**src/rtl/gate_sweep_pkg.sv**
```systemverilog
// Shared encodings for the gate truth-table sweeper: reference function codes,
// controller state enum and the legality check for func_sel.
package gate_sweep_pkg;

  localparam logic [2:0] FUNC_AND  = 3'd0;
  localparam logic [2:0] FUNC_OR   = 3'd1;
  localparam logic [2:0] FUNC_XOR  = 3'd2;
  localparam logic [2:0] FUNC_NAND = 3'd3;
  localparam logic [2:0] FUNC_NOR  = 3'd4;
  localparam logic [2:0] FUNC_XNOR = 3'd5;

  typedef enum logic [1:0] {
    StIdle,
    StSettle,
    StCheck,
    StDone
  } state_e;

  function automatic logic func_is_legal(logic [2:0] func);
    return func <= FUNC_XNOR;
  endfunction

endpackage

```
**src/rtl/gate_ref_model.sv**
```systemverilog
// Combinational reference for a single-output gate: reduces the whole input
// vector with the selected function. Reserved codes yield 0.
module gate_ref_model
  import gate_sweep_pkg::*;
#(
  parameter int unsigned N_IN = 2
) (
  input  logic [2:0]      func,
  input  logic [N_IN-1:0] vec,
  output logic            expected
);

  always_comb begin
    expected = 1'b0;
    case (func)
      FUNC_AND:  expected = &vec;
      FUNC_OR:   expected = |vec;
      FUNC_XOR:  expected = ^vec;
      FUNC_NAND: expected = ~&vec;
      FUNC_NOR:  expected = ~|vec;
      FUNC_XNOR: expected = ~^vec;
      default:   expected = 1'b0;
    endcase
  end

endmodule

```
**src/rtl/gate_sweep_ctrl.sv**
```systemverilog
// Exhaustive truth-table sequencer: steps dut_in through every vector, waits
// SETTLE cycles per vector, then compares dut_out against the reference.
module gate_sweep_ctrl
  import gate_sweep_pkg::*;
#(
  parameter int unsigned N_IN   = 2,
  parameter int unsigned SETTLE = 2
) (
  input  logic            clk,
  input  logic            rst_n,
  input  logic            start,
  input  logic [2:0]      func_sel,
  output logic [N_IN-1:0] dut_in,
  input  logic            dut_out,
  output logic            busy,
  output logic            done,
  output logic            pass,
  output logic [N_IN:0]   err_count,
  output logic            first_fail_valid,
  output logic [N_IN-1:0] first_fail_vec
);

  localparam int unsigned CntW = (SETTLE > 1) ? $clog2(SETTLE) : 1;
  localparam logic [CntW-1:0] CntLast = CntW'(SETTLE - 1);
  localparam logic [N_IN-1:0] LastVec = '1;

  state_e          state_q;
  logic [2:0]      func_q;
  logic [CntW-1:0] cnt_q;
  logic            expected;
  logic            mismatch;
  logic [N_IN:0]   err_next;

  gate_ref_model #(
    .N_IN(N_IN)
  ) u_ref (
    .func    (func_q),
    .vec     (dut_in),
    .expected(expected)
  );

  always_comb begin
    mismatch = dut_out != expected;
    err_next = err_count + {{N_IN{1'b0}}, mismatch};
  end

  always_ff @(posedge clk) begin
    if (!rst_n) begin
      state_q          <= StIdle;
      func_q           <= '0;
      cnt_q            <= '0;
      dut_in           <= '0;
      busy             <= 1'b0;
      done             <= 1'b0;
      pass             <= 1'b0;
      err_count        <= '0;
      first_fail_valid <= 1'b0;
      first_fail_vec   <= '0;
    end else begin
      done <= 1'b0;
      unique case (state_q)
        StIdle: begin
          if (start) begin
            func_q           <= func_sel;
            cnt_q            <= '0;
            dut_in           <= '0;
            busy             <= 1'b1;
            pass             <= 1'b0;
            err_count        <= '0;
            first_fail_valid <= 1'b0;
            first_fail_vec   <= '0;
            // Reserved codes finish immediately with pass held low.
            if (func_is_legal(func_sel)) begin
              state_q <= StSettle;
            end else begin
              state_q <= StDone;
              done    <= 1'b1;
            end
          end
        end
        StSettle: begin
          if (cnt_q == CntLast) begin
            state_q <= StCheck;
          end else begin
            cnt_q <= cnt_q + 1'b1;
          end
        end
        StCheck: begin
          err_count <= err_next;
          if (mismatch && !first_fail_valid) begin
            first_fail_valid <= 1'b1;
            first_fail_vec   <= dut_in;
          end
          if (dut_in == LastVec) begin
            state_q <= StDone;
            done    <= 1'b1;
            pass    <= err_next == '0;
          end else begin
            dut_in  <= dut_in + 1'b1;
            cnt_q   <= '0;
            state_q <= StSettle;
          end
        end
        StDone: begin
          busy    <= 1'b0;
          state_q <= StIdle;
        end
        default: state_q <= StIdle;
      endcase
    end
  end

endmodule
```
**config.mk**
```make
export PLATFORM = sky130hd
export DESIGN_NAME = gate_sweep_ctrl
export DESIGN_NICKNAME = d
export VERILOG_FILES = /design/src/rtl/gate_sweep_pkg.sv /design/src/rtl/gate_ref_model.sv /design/src/rtl/gate_sweep_ctrl.sv
export SDC_FILE = /design/constraint.sdc
export NUM_CORES = 1
export LEC_CHECK = 0
export CORE_ASPECT_RATIO = 0.6
export CORE_MARGIN = 1
export CORE_UTILIZATION = 30
export CTS_CLUSTER_SIZE = 10
export DETAILED_ROUTE_END_ITERATION = 8
export HOLD_SLACK_MARGIN = 0.03
export PLACE_DENSITY = 0.62
export SYNTH_ARGS = -nofsm -noshare
export SYNTH_HDL_FRONTEND = slang
export SYNTH_HIERARCHICAL = 1
export SYNTH_SLANG_ARGS = --single-unit
```
**constraint.sdc**
```tcl
create_clock -name clk -period 6.3 [get_ports clk]
set_input_delay 1.26 -clock clk [delete_from_list [all_inputs] [get_ports clk]]
set_output_delay 1.26 -clock clk [all_outputs]
set_load 0.02 [all_outputs]
```
==> impl_metrics.tcl <==
set metrics [dict create \
    outcome "finished, final reports clean" \
    nFillCells 293 \
    die-area_um2 3340 \
    cp_top_family "buffers and inverters" \
    dp.cells 160 \
    pwr_density_cell_nw_per_um2 201 \
    seqCellArea_um2 340 \
    synthesis.area_um2 932 \
    synth_edf_count 0 \
    die_height_um 45.2 \
    initial_core_util 0.320 \
    setup_viol 0 \
    first_global_vias 696 \
    tightest_slew_ps 523 \
    hold_buffers 0 \
    p_comb_frac 0.150 \
    gp_congestion 0.733 \
    tritoncts "built" \
    core_um2 2910 \
    rsz0062_at_grt "false" \
    grt_max_degree 18 \
    portBuffers 17 \
    worst-path-max-fanout 4 \
    yosysSeqAreaShare 0.365 \
    drtAntennaViolNets 0 \
    cts_sinks 17 \
    end_kind "flip-flop" \
    remaining_drc_errors 0 \
    clock_power_share 0.346 \
    final_nets 135 \
    fin_ws_ps 3480 \
    dr.pass1.iters 4 \
    crit_type "in -> reg" \
    area_growth_syn_to_layout_pct 26.7 \
    synth_area_leaders "dfxtp_1 37%, a21boi_1 14%, ha_1 6.7%, nand2_1 5.6%, nand4b_1 2.8%" \
    synth_fp_nets 117 \
    crit_path_cell_trace "clkdlybuf4s50_1, xnor2_1, inv_1, ha_1, ha_1, nor2_1, o2111ai_1, a21boi_1" \
    slowest_delay_ps 420 \
    crit_top_cell "ha_1" \
    vias 807 \
    ir_drop_mv 0.0927 \
    avgSynthCellArea_um2 8.88 \
    final_cells 164 \
    critPathRequiredTime_ps 6480 \
    fp.dieW_um 74.0 \
    gr-total-overflow 0 \
    async_reset_ff_frac 0 \
    finalMaxSlewViolations 0 \
    yosys_warnings 6 \
    drt-initial-drc-count 45 \
    min_path_type "reg -> reg" \
    ys_ff_latch 17 \
    synth_top_area_frac 0.365 \
    crit_path_top_delay_cell "clkdlybuf4s50_1" \
    drv_cap 0 \
    synth_commonest_cells "17 x a21boi_1, 17 x dfxtp_1, 14 x nand2_1" \
    antenna_found_initial 0 \
    synth_cell_type_count 29 \
    min_period_ps 2820 \
    layout-drive-gt1-share 0.0328 \
    p_int_w 0.000175 \
    max_freq_ghz 0.355 \
    syn_inst 105 \
    worst_setup_path_start_kind "primary input" \
    finalHoldWorstSlack_ps 484 \
    multi_input_area_um2 554 \
    clock_latency_ps 250 \
    root_buffer "clkbuf_8" \
    cts_resized 0 \
    gr-usage-all-layers 0.139 \
    cts_buffer_depth 2 \
    swShare 0.263 \
    crit_buf_inv 2 \
    grt_pass1_wl_mm 3.42 \
    arrival_ps 3000 \
    htreeDepth 1 \
    skew_ps 5.14 \
    viasPerCell 4.92 \
    seq_power_share 0.504 \
    cts_setup_buffers 0 \
    hold_violations 0 \
    path_clk_slew_ps 60 \
    numCtsBuffers 3 \
    drt-total-wl_mm 2.07 \
    slew_headroom 0.650 \
    pre_cts_ws_ps 3220 \
    power_switching_w 0.0000624 \
    rows 15 \
    synth_top_area_cell "dfxtp_1" \
    p_leak_nw 0.430 \
    post-route-period-util 0.447 \
    placed_area_um2 1140 \
    wire_per_inst_um 12.6 \
    num_io_pins 18 \
    dp_hpwl_mm 1.45 \
    insertedDiodeCount 0 \
    fin_setup_tns_ps 0 \
    finalInstanceArea_um2 1180 \
    synth_flop_cell "dfxtp_1" \
]
==> cell families after synthesis <==
| group | after synthesis | share of synthesized area |
|---|---|---|
| AND/OR/NAND/NOR | 41 | 0.254 |
| adder cells (fa/ha/maj) | 5 | 0.0671 |
| buffers and inverters | 9 | 0.0403 |
| XOR/XNOR | 2 | 0.0188 |
| multiplexers | 1 | 0.0107 |
| AO/OA/AOI/OAI | 30 | 0.244 |
| flip-flops | 17 | 0.365 |
==> placed cells by master, fill, tap and decap left out, types with 3 or more instances in the layout <==
master	synthesis	routed
dfxtp_1	17	17
nand4b_1	3	3
o21bai_1	3	3
nand2_1	14	14
nand3_1	5	5
nor2b_1	3	3
clkbuf_8	0	3
inv_1	5	5
o311ai_1	3	3
a21boi_1	17	17
clkdlybuf4s50_1	0	17
ha_1	5	5
==> final cells by class <==
type / count / area share
multi-input cells: 79 / 0.469
flip-flops and latches: 17 / 0.288
repair buffers: 17 / 0.144
well taps: 42 / 0.0445
clock buffers: 4 / 0.0381
inverters: 5 / 0.0159
==> path summary, 6_finish.rpt <==
check | startpoint | cells after the start | slack, ps | endpoint
worst max-delay path | dut_out | 8 | 3480 | pass$_SDFFE_PN0P_
worst min-delay path | pass$_SDFFE_PN0P_ | 2 | 480 | pass$_SDFFE_PN0P_
worst max register to register | dut_in[0]$_SDFFE_PN0P_ | 12 | 3530 | pass$_SDFFE_PN0P_
worst min register to register | pass$_SDFFE_PN0P_ | 2 | 480 | pass$_SDFFE_PN0P_
==> routing by layer <==
layer	share of wire	global-route usage	up-vias	wire, µm
li1	-	-	409	-
met1	0.56	0.201	383	1160
met2	0.39	0.198	15	812
met3	0.047	0.0536	0	97
met4	0	0.0231	0	0
met5	0	0	-	0
==> registers in the layout, summed over array words and instances (netlist names) <==
register / cells
busy: 1
cnt_q: 1
done: 1
dut_in: 2
err_count: 3
first_fail_valid: 1
first_fail_vec: 2
func_q: 3
pass: 1
state_q: 2
==> worst min-delay path: stages, from the launching register on <==
cell,delay [ps]
dfxtp_1,320
nand3_1,60
a21boi_1,50
==> power groups by stage <==
stage,logic [W],registers (W),clock network [W]
final,0.0000356,0.000120,0.0000823
after CTS,0.0000355,0.000120,0.0000836
after floorplan,0.0000237,0.000120,0
after global placement,0.0000341,0.000122,0
after global routing,0.0000392,0.000121,0.0000884
after detailed placement,0.0000355,0.000122,0
==> per-stage QoR <==
step	power (W)	utilization
finish	0.000238	0.406
global route	0.000248	0.406
CTS	0.000239	0.406
detailed placement	0.000157	0.391
global placement	0.000156	0.391
floorplan	0.000144	-
Power figures use the tool's default switching activity.
